File: config.mk
export PLATFORM = sky130hd
export DESIGN_NAME = dac_sample_scheduler
export DESIGN_NICKNAME = d
export VERILOG_FILES = /design/src/rtl/dac_sample_scheduler.sv
export SDC_FILE = /design/constraint.sdc
export NUM_CORES = 1
export LEC_CHECK = 0
export ABC_AREA = 1
export BUFFER_PORTS_ARGS = -buffer_cell sky130_fd_sc_hd__buf_2
export CORE_ASPECT_RATIO = 0.8
export CORE_MARGIN = 8
export CORE_UTILIZATION = 40
export CTS_BUF_LIST = sky130_fd_sc_hd__clkbuf_16
export CTS_CLUSTER_SIZE = 10
export DETAILED_ROUTE_END_ITERATION = 12
export MAX_ROUTING_LAYER = met4
export SLEW_MARGIN = 10
export SYNTH_ARGS = -nofsm -noshare
export SYNTH_HDL_FRONTEND = slang
export SYNTH_SLANG_ARGS = --single-unit
File: constraint.sdc
create_clock -name sysclk_i -period 3.5 [get_ports sysclk_i]
set_input_delay 0.525 -clock sysclk_i [delete_from_list [all_inputs] [get_ports sysclk_i]]
set_output_delay 0.525 -clock sysclk_i [all_outputs]
set_load 0.05 [all_outputs]
File: src/rtl/dac_sample_scheduler.sv
// dac_sample_scheduler: paces buffered upstream samples into a DAC at an exact average SAMPLE_HZ.
// Ports: sysclk_i/rst_n_i clock and async active-low reset; enable_i run/stop; mute_i force midscale;
//   s_data_i/s_valid_i/s_ready_o upstream handshake; dac_sample_o/dac_strobe_o DAC word and update pulse;
//   underrun_o empty-tick pulse; fifo_level_o occupancy; playing_o FSM in PLAY.
// Option UNDERRUN_COUNT_EN adds underrun_cnt_o, a saturating 16-bit underrun counter.
module dac_sample_scheduler #(
  parameter int CLK_HZ     = 60_000_000,
  parameter int SAMPLE_HZ  = 44_100,
  parameter int BITLEN     = 16,
  parameter int FIFO_DEPTH = 8,
  parameter int ACC_W      = 32
) (
  input  logic                          sysclk_i,
  input  logic                          rst_n_i,
  input  logic                          enable_i,
  input  logic                          mute_i,
  input  logic [BITLEN-1:0]             s_data_i,
  input  logic                          s_valid_i,
  output logic                          s_ready_o,
  output logic [BITLEN-1:0]             dac_sample_o,
  output logic                          dac_strobe_o,
  output logic                          underrun_o,
  output logic [$clog2(FIFO_DEPTH):0]   fifo_level_o,
  output logic                          playing_o
`ifdef UNDERRUN_COUNT_EN
  ,
  output logic [15:0]                   underrun_cnt_o
`endif
);
  localparam int AW = $clog2(FIFO_DEPTH);
  localparam logic [BITLEN-1:0] MID = {1'b1, {(BITLEN-1){1'b0}}};
  typedef enum logic [1:0] {IDLE, PRIME, PLAY} state_t;
  state_t state_q, state_d;
  logic [ACC_W-1:0] acc_q, acc_d, acc_sum;
  logic [AW-1:0] wr_q, wr_d, rd_q, rd_d;
  logic [AW:0] cnt_q, cnt_d;
  logic [BITLEN-1:0] sample_q, sample_d, last_q, last_d;
  logic strobe_q, strobe_d, under_q, under_d;
  logic [BITLEN-1:0] mem_q [FIFO_DEPTH];
  logic tick, full, empty, push, pop, flush;
  // Fractional phase accumulator: wraps by CLK_HZ, giving exactly SAMPLE_HZ ticks per CLK_HZ cycles.
  assign acc_sum = acc_q + ACC_W'(SAMPLE_HZ);
  assign tick = acc_sum >= ACC_W'(CLK_HZ);
  assign full = cnt_q == (AW+1)'(FIFO_DEPTH);
  assign empty = cnt_q == '0;
  // Ready comes from registered occupancy only, so a same-cycle pop never opens the input.
  assign s_ready_o = (state_q != IDLE) && !full;
  assign push = s_valid_i && s_ready_o;
  always_comb begin
    state_d = state_q;
    sample_d = sample_q;
    last_d = last_q;
    strobe_d = 1'b0;
    under_d = 1'b0;
    pop = 1'b0;
    flush = 1'b0;
    // Holding acc at zero in IDLE means every PRIME entry starts from a cleared phase.
    acc_d = (state_q == IDLE) ? '0 : (tick ? acc_sum - ACC_W'(CLK_HZ) : acc_sum);
    case (state_q)
      IDLE: begin
        flush = 1'b1;
        sample_d = MID;
        state_d = enable_i ? PRIME : IDLE;
      end
      PRIME: begin
        flush = !enable_i;
        state_d = !enable_i ? IDLE : (cnt_q >= (AW+1)'(FIFO_DEPTH/2)) ? PLAY : PRIME;
      end
      PLAY: begin
        if (!enable_i) begin
          state_d = IDLE;
          flush = 1'b1;
          sample_d = MID;
          strobe_d = 1'b1;
        end else if (tick) begin
          strobe_d = 1'b1;
          pop = !empty;
          under_d = empty;
          // On underrun the last popped word is repeated rather than leaving the DAC stale-undefined.
          last_d = empty ? last_q : mem_q[rd_q];
          sample_d = mute_i ? MID : last_d;
        end
      end
      default: state_d = IDLE;
    endcase
    wr_d = flush ? '0 : wr_q + AW'(push);
    rd_d = flush ? '0 : rd_q + AW'(pop);
    cnt_d = flush ? '0 : cnt_q + (AW+1)'(push) - (AW+1)'(pop);
  end
  always_ff @(posedge sysclk_i or negedge rst_n_i) begin
    if (!rst_n_i) begin
      state_q <= IDLE;
      acc_q <= '0;
      wr_q <= '0;
      rd_q <= '0;
      cnt_q <= '0;
      sample_q <= MID;
      last_q <= MID;
      strobe_q <= 1'b0;
      under_q <= 1'b0;
    end else begin
      state_q <= state_d;
      acc_q <= acc_d;
      wr_q <= wr_d;
      rd_q <= rd_d;
      cnt_q <= cnt_d;
      sample_q <= sample_d;
      last_q <= last_d;
      strobe_q <= strobe_d;
      under_q <= under_d;
    end
  end
  // Storage needs no reset: occupancy and pointers alone define which entries are live.
  always_ff @(posedge sysclk_i) begin
    if (push) mem_q[wr_q] <= s_data_i;
  end
  assign dac_sample_o = sample_q;
  assign dac_strobe_o = strobe_q;
  assign underrun_o = under_q;
  assign fifo_level_o = cnt_q;
  assign playing_o = state_q == PLAY;
`ifdef UNDERRUN_COUNT_EN
  logic [15:0] ucnt_q, ucnt_d;
  assign ucnt_d = (state_q == IDLE && enable_i) ? '0 : (under_d && ucnt_q != 16'hFFFF) ? ucnt_q + 16'd1 : ucnt_q;
  always_ff @(posedge sysclk_i or negedge rst_n_i) begin
    if (!rst_n_i) ucnt_q <= '0;
    else ucnt_q <= ucnt_d;
  end
  assign underrun_cnt_o = ucnt_q;
`endif
endmodule

==> reports/metrics.cfg <==
[status]
status = finished clean

[clock_network]
cts_buffers = 25
clk_pin_slew_worst_paths_ns = 0.06
cts_tree = built
cts_root_buf = clkbuf_16
clk_latency_ns = 0.53
cts_buffer_depth = 3
h-tree-depth = 1
ctsHoldBuffers = 0
clock_sinks = 204

[yosys]
ys_ff_latch = 204
syn_area_um2 = 10700
ys_warn_count = 0
syn_nets = 1229
synth_edf_count = 128
synthFlopType = edfxtp_1
yosysSeqAreaShare_pct = 53.6
syn_area_per_cell_um2 = 8.98
async_flop_share_pct = 37.3
syn_inst = 1193
synth_cell_type_count = 41

[final_layout]
nets = 1297
ff_latch_area_um2 = 5760
area_growth_pct = 15.9
fin_cells = 1639
layout-drive-gt1-share_pct = 19.9
final_area_um2 = 12400
multi_input_area_um2 = 4450
post-route-util_pct = 47.2
n_fill_cell = 2512

[critical_path]
cp-start-kind = flip-flop
worst_path_max_delay_cell = dfrtp_2
cp_max_fo = 6
critPathCaptureType = flip-flop
crit_family = simple AND/OR/NAND/NOR gates
critPathKind = flip-flop to flip-flop
critical_path_required_ns = 3.89
crit_buf_inv = 2
critPathMaxStageDelay_ns = 0.46
crit_chain = nor2_4 > nand2_1 > nor2_2 > nand2_1 > nand2_1 > nand2_1 > nand3_1 > nand2_1 > nor2_2 > nand2_2 > nor2_1 > nand2_2 > clkinv_4 > nand2_8 > nand2_4 > a21oi_2 > ha_1 > inv_1 > ha_1 > fa_1 > xnor2_1 > nor2_1
crit_path_frequent_cell = nand2_1
arrival_ns = 3.72

[global_routing]
antenna_found_initial = 1
grt_pass1_vias = 7578
gr-total-overflow = 0
grt_usage_pct = 16.7
grt_pass1_wl_um = 41600
grt_max_degree = 59

[timing]
drv_slew = 0
fin_crit_sh_pct = 95.1
fmax_mhz = 301
setup_tns_ns = 0
finalSetupViolations = 0
min_period_ns = 3.33
maxSlewHeadroom_pct = 45.1
worstMarginPinSlew_ns = 0.821
finalHoldViolCount = 0
skew_ns = 0.0118

[power]
p_leak_nw = 5.31
irDropWorstVdd_uv = 300
power_density_nw_per_um2 = 433

[run]
drv_cap = 0

[drt]
drtPass1Iterations = 5
vias_per_cell = 4.98
finalWirelength_um = 26100
antenna_left = 0
wire_per_inst_um = 15.9
drc = 0
drt_iter0_markers = 536
vias = 8165

[floorplanning]
die_width_um = 199
rows = 53
initial_utilization_pct = 40.7
die_area_um2 = 32300
core_um2 = 26300
die_h_um = 162
io_pins = 45

[hold_path]
holdCritPathClass = input port to asynchronous set/reset pin

[place]
dp.cells = 1583
place_congestion = 0.915
place_area_um2 = 11400
dpl.hpwl_um = 17600
io_buffer_count = 44

[cells in the final DEF, fill, tap and decap left out, types with 32 or more instances in the layout]
cell type  instances
mux2i_1           32
nand2_1          280
o211ai_1          32
buf_2             43
a21oi_1           42
edfxtp_1         128
inv_1            135
buf_4             37
nand3_1          111
o21ai_0           42
nand2_2           44
nor2_1           100
dfrtp_1           63
[per-stage QoR]
step / hold WS [ns] / worst slack [ns] / total power, mW
6_report: 0.0101 / 0.173 / 5.37
5_1_grt: 0.0520 / -0.0649 / 5.59
3_5_place_dp: 0.454 / 0.0721 / 3.05
4_1_cts: 0.0149 / 0.0270 / 5.39
2_1_floorplan: 0.229 / 0.0422 / 2.92
3_3_place_gp: 0.448 / 0.114 / 3.05
[worst paths after layout]
| check | from | to | slack, ns | depth (start not counted) |
|---|---|---|---|---|
| min in group sysclk_i | s_data_i[6] | mem_q[3][6] | 0.27 | 1 |
| max | acc_q[11] | fifo_level_o[2] | 0.17 | 22 |
| min reg2reg | dac_sample_o[8] | dac_sample_o[8] | 0.46 | 2 |
| max in group asynchronous | rst_n_i | dac_sample_o[15] | 2.74 | 2 |
| max reg2reg | acc_q[11] | fifo_level_o[2] | 0.17 | 22 |
| min | rst_n_i | acc_q[14] | 0.01 | 1 |
[sequential cells by signal, indices dropped and copies added (netlist names), 2 cells and up]
register      count
state_q           2
last_q           16
mem_q           128
wr_q              3
fifo_level_o      4
dac_sample_o     16
rd_q              3
acc_q            30
[power by group]
part | total (mW) | switching (mW) | internal (mW) | leakage [nW]
clock network | 2.33 | 0.960 | 1.37 | 0.429
logic | 0.410 | 0.285 | 0.125 | 2.70
registers | 2.64 | 0.0349 | 2.60 | 2.18
[cell families (layout without fill, tap and decap cells)]
kind of cell / after synthesis / count (layout) / synth area share [%]
other: 0 / 2 / 0
buffers and inverters: 172 / 259 / 6.60
flip-flops: 204 / 204 / 53.6
adder cells (fa/ha/maj): 15 / 15 / 1.82
AND/OR/NAND/NOR: 613 / 613 / 25.6
XOR/XNOR: 19 / 19 / 1.55
multiplexers: 32 / 32 / 2.99
AO/OA/AOI/OAI: 138 / 138 / 7.84
[cell usage after synthesis, types with 3 or more instances]
cell type	n	area (µm²)
dfrtp_1	74	1850
o21ai_0	42	210
buf_2	3	15.0
nor2_1	125	469
nand2_4	4	45.0
clkbuf_1	27	101
o211ai_1	32	240
a21oi_1	44	220
nand4_1	13	81.3
edfxtp_1	128	3840
inv_1	120	450
nand2_2	29	181
or2_2	3	18.8
o21ai_2	16	140
ha_1	14	175
mux2i_1	32	320
nor2_4	3	33.8
nand3b_1	5	37.5
nand2_1	296	1110
nor3_1	3	15.0
nand3_1	114	571
xor2_1	12	105
nor2_2	9	56.3
xnor2_1	7	61.3
buf_6	6	67.6
inv_2	11	41.3
[cell type report]
type | count | share of cell area (%)
antenna | 2 | 0.0403
clock buffer | 25 | 5.04
clock inverter | 21 | 1.02
inverter | 133 | 4.08
multi-input combinational | 817 | 35.8
sequential | 204 | 46.4
tap | 357 | 3.60
timing repair buffer | 80 | 3.97
[routing by layer]
layer / vias up / part of all wire [%] / track usage (%)
met5: - / 0 / -
met4: 0 / 1.6 / 3.33
met3: 35 / 6.9 / 2.38
met2: 229 / 42 / 23.7
met1: 3813 / 49 / 25.0
li1: 4088 / - / -
[what timing repair did]
action | CTS | global route
endpoints found under the setup margin | 0 | 3
resized for setup | 0 | 64
setup buffers | 0 | 8
(Power assumes the default switching activity.)
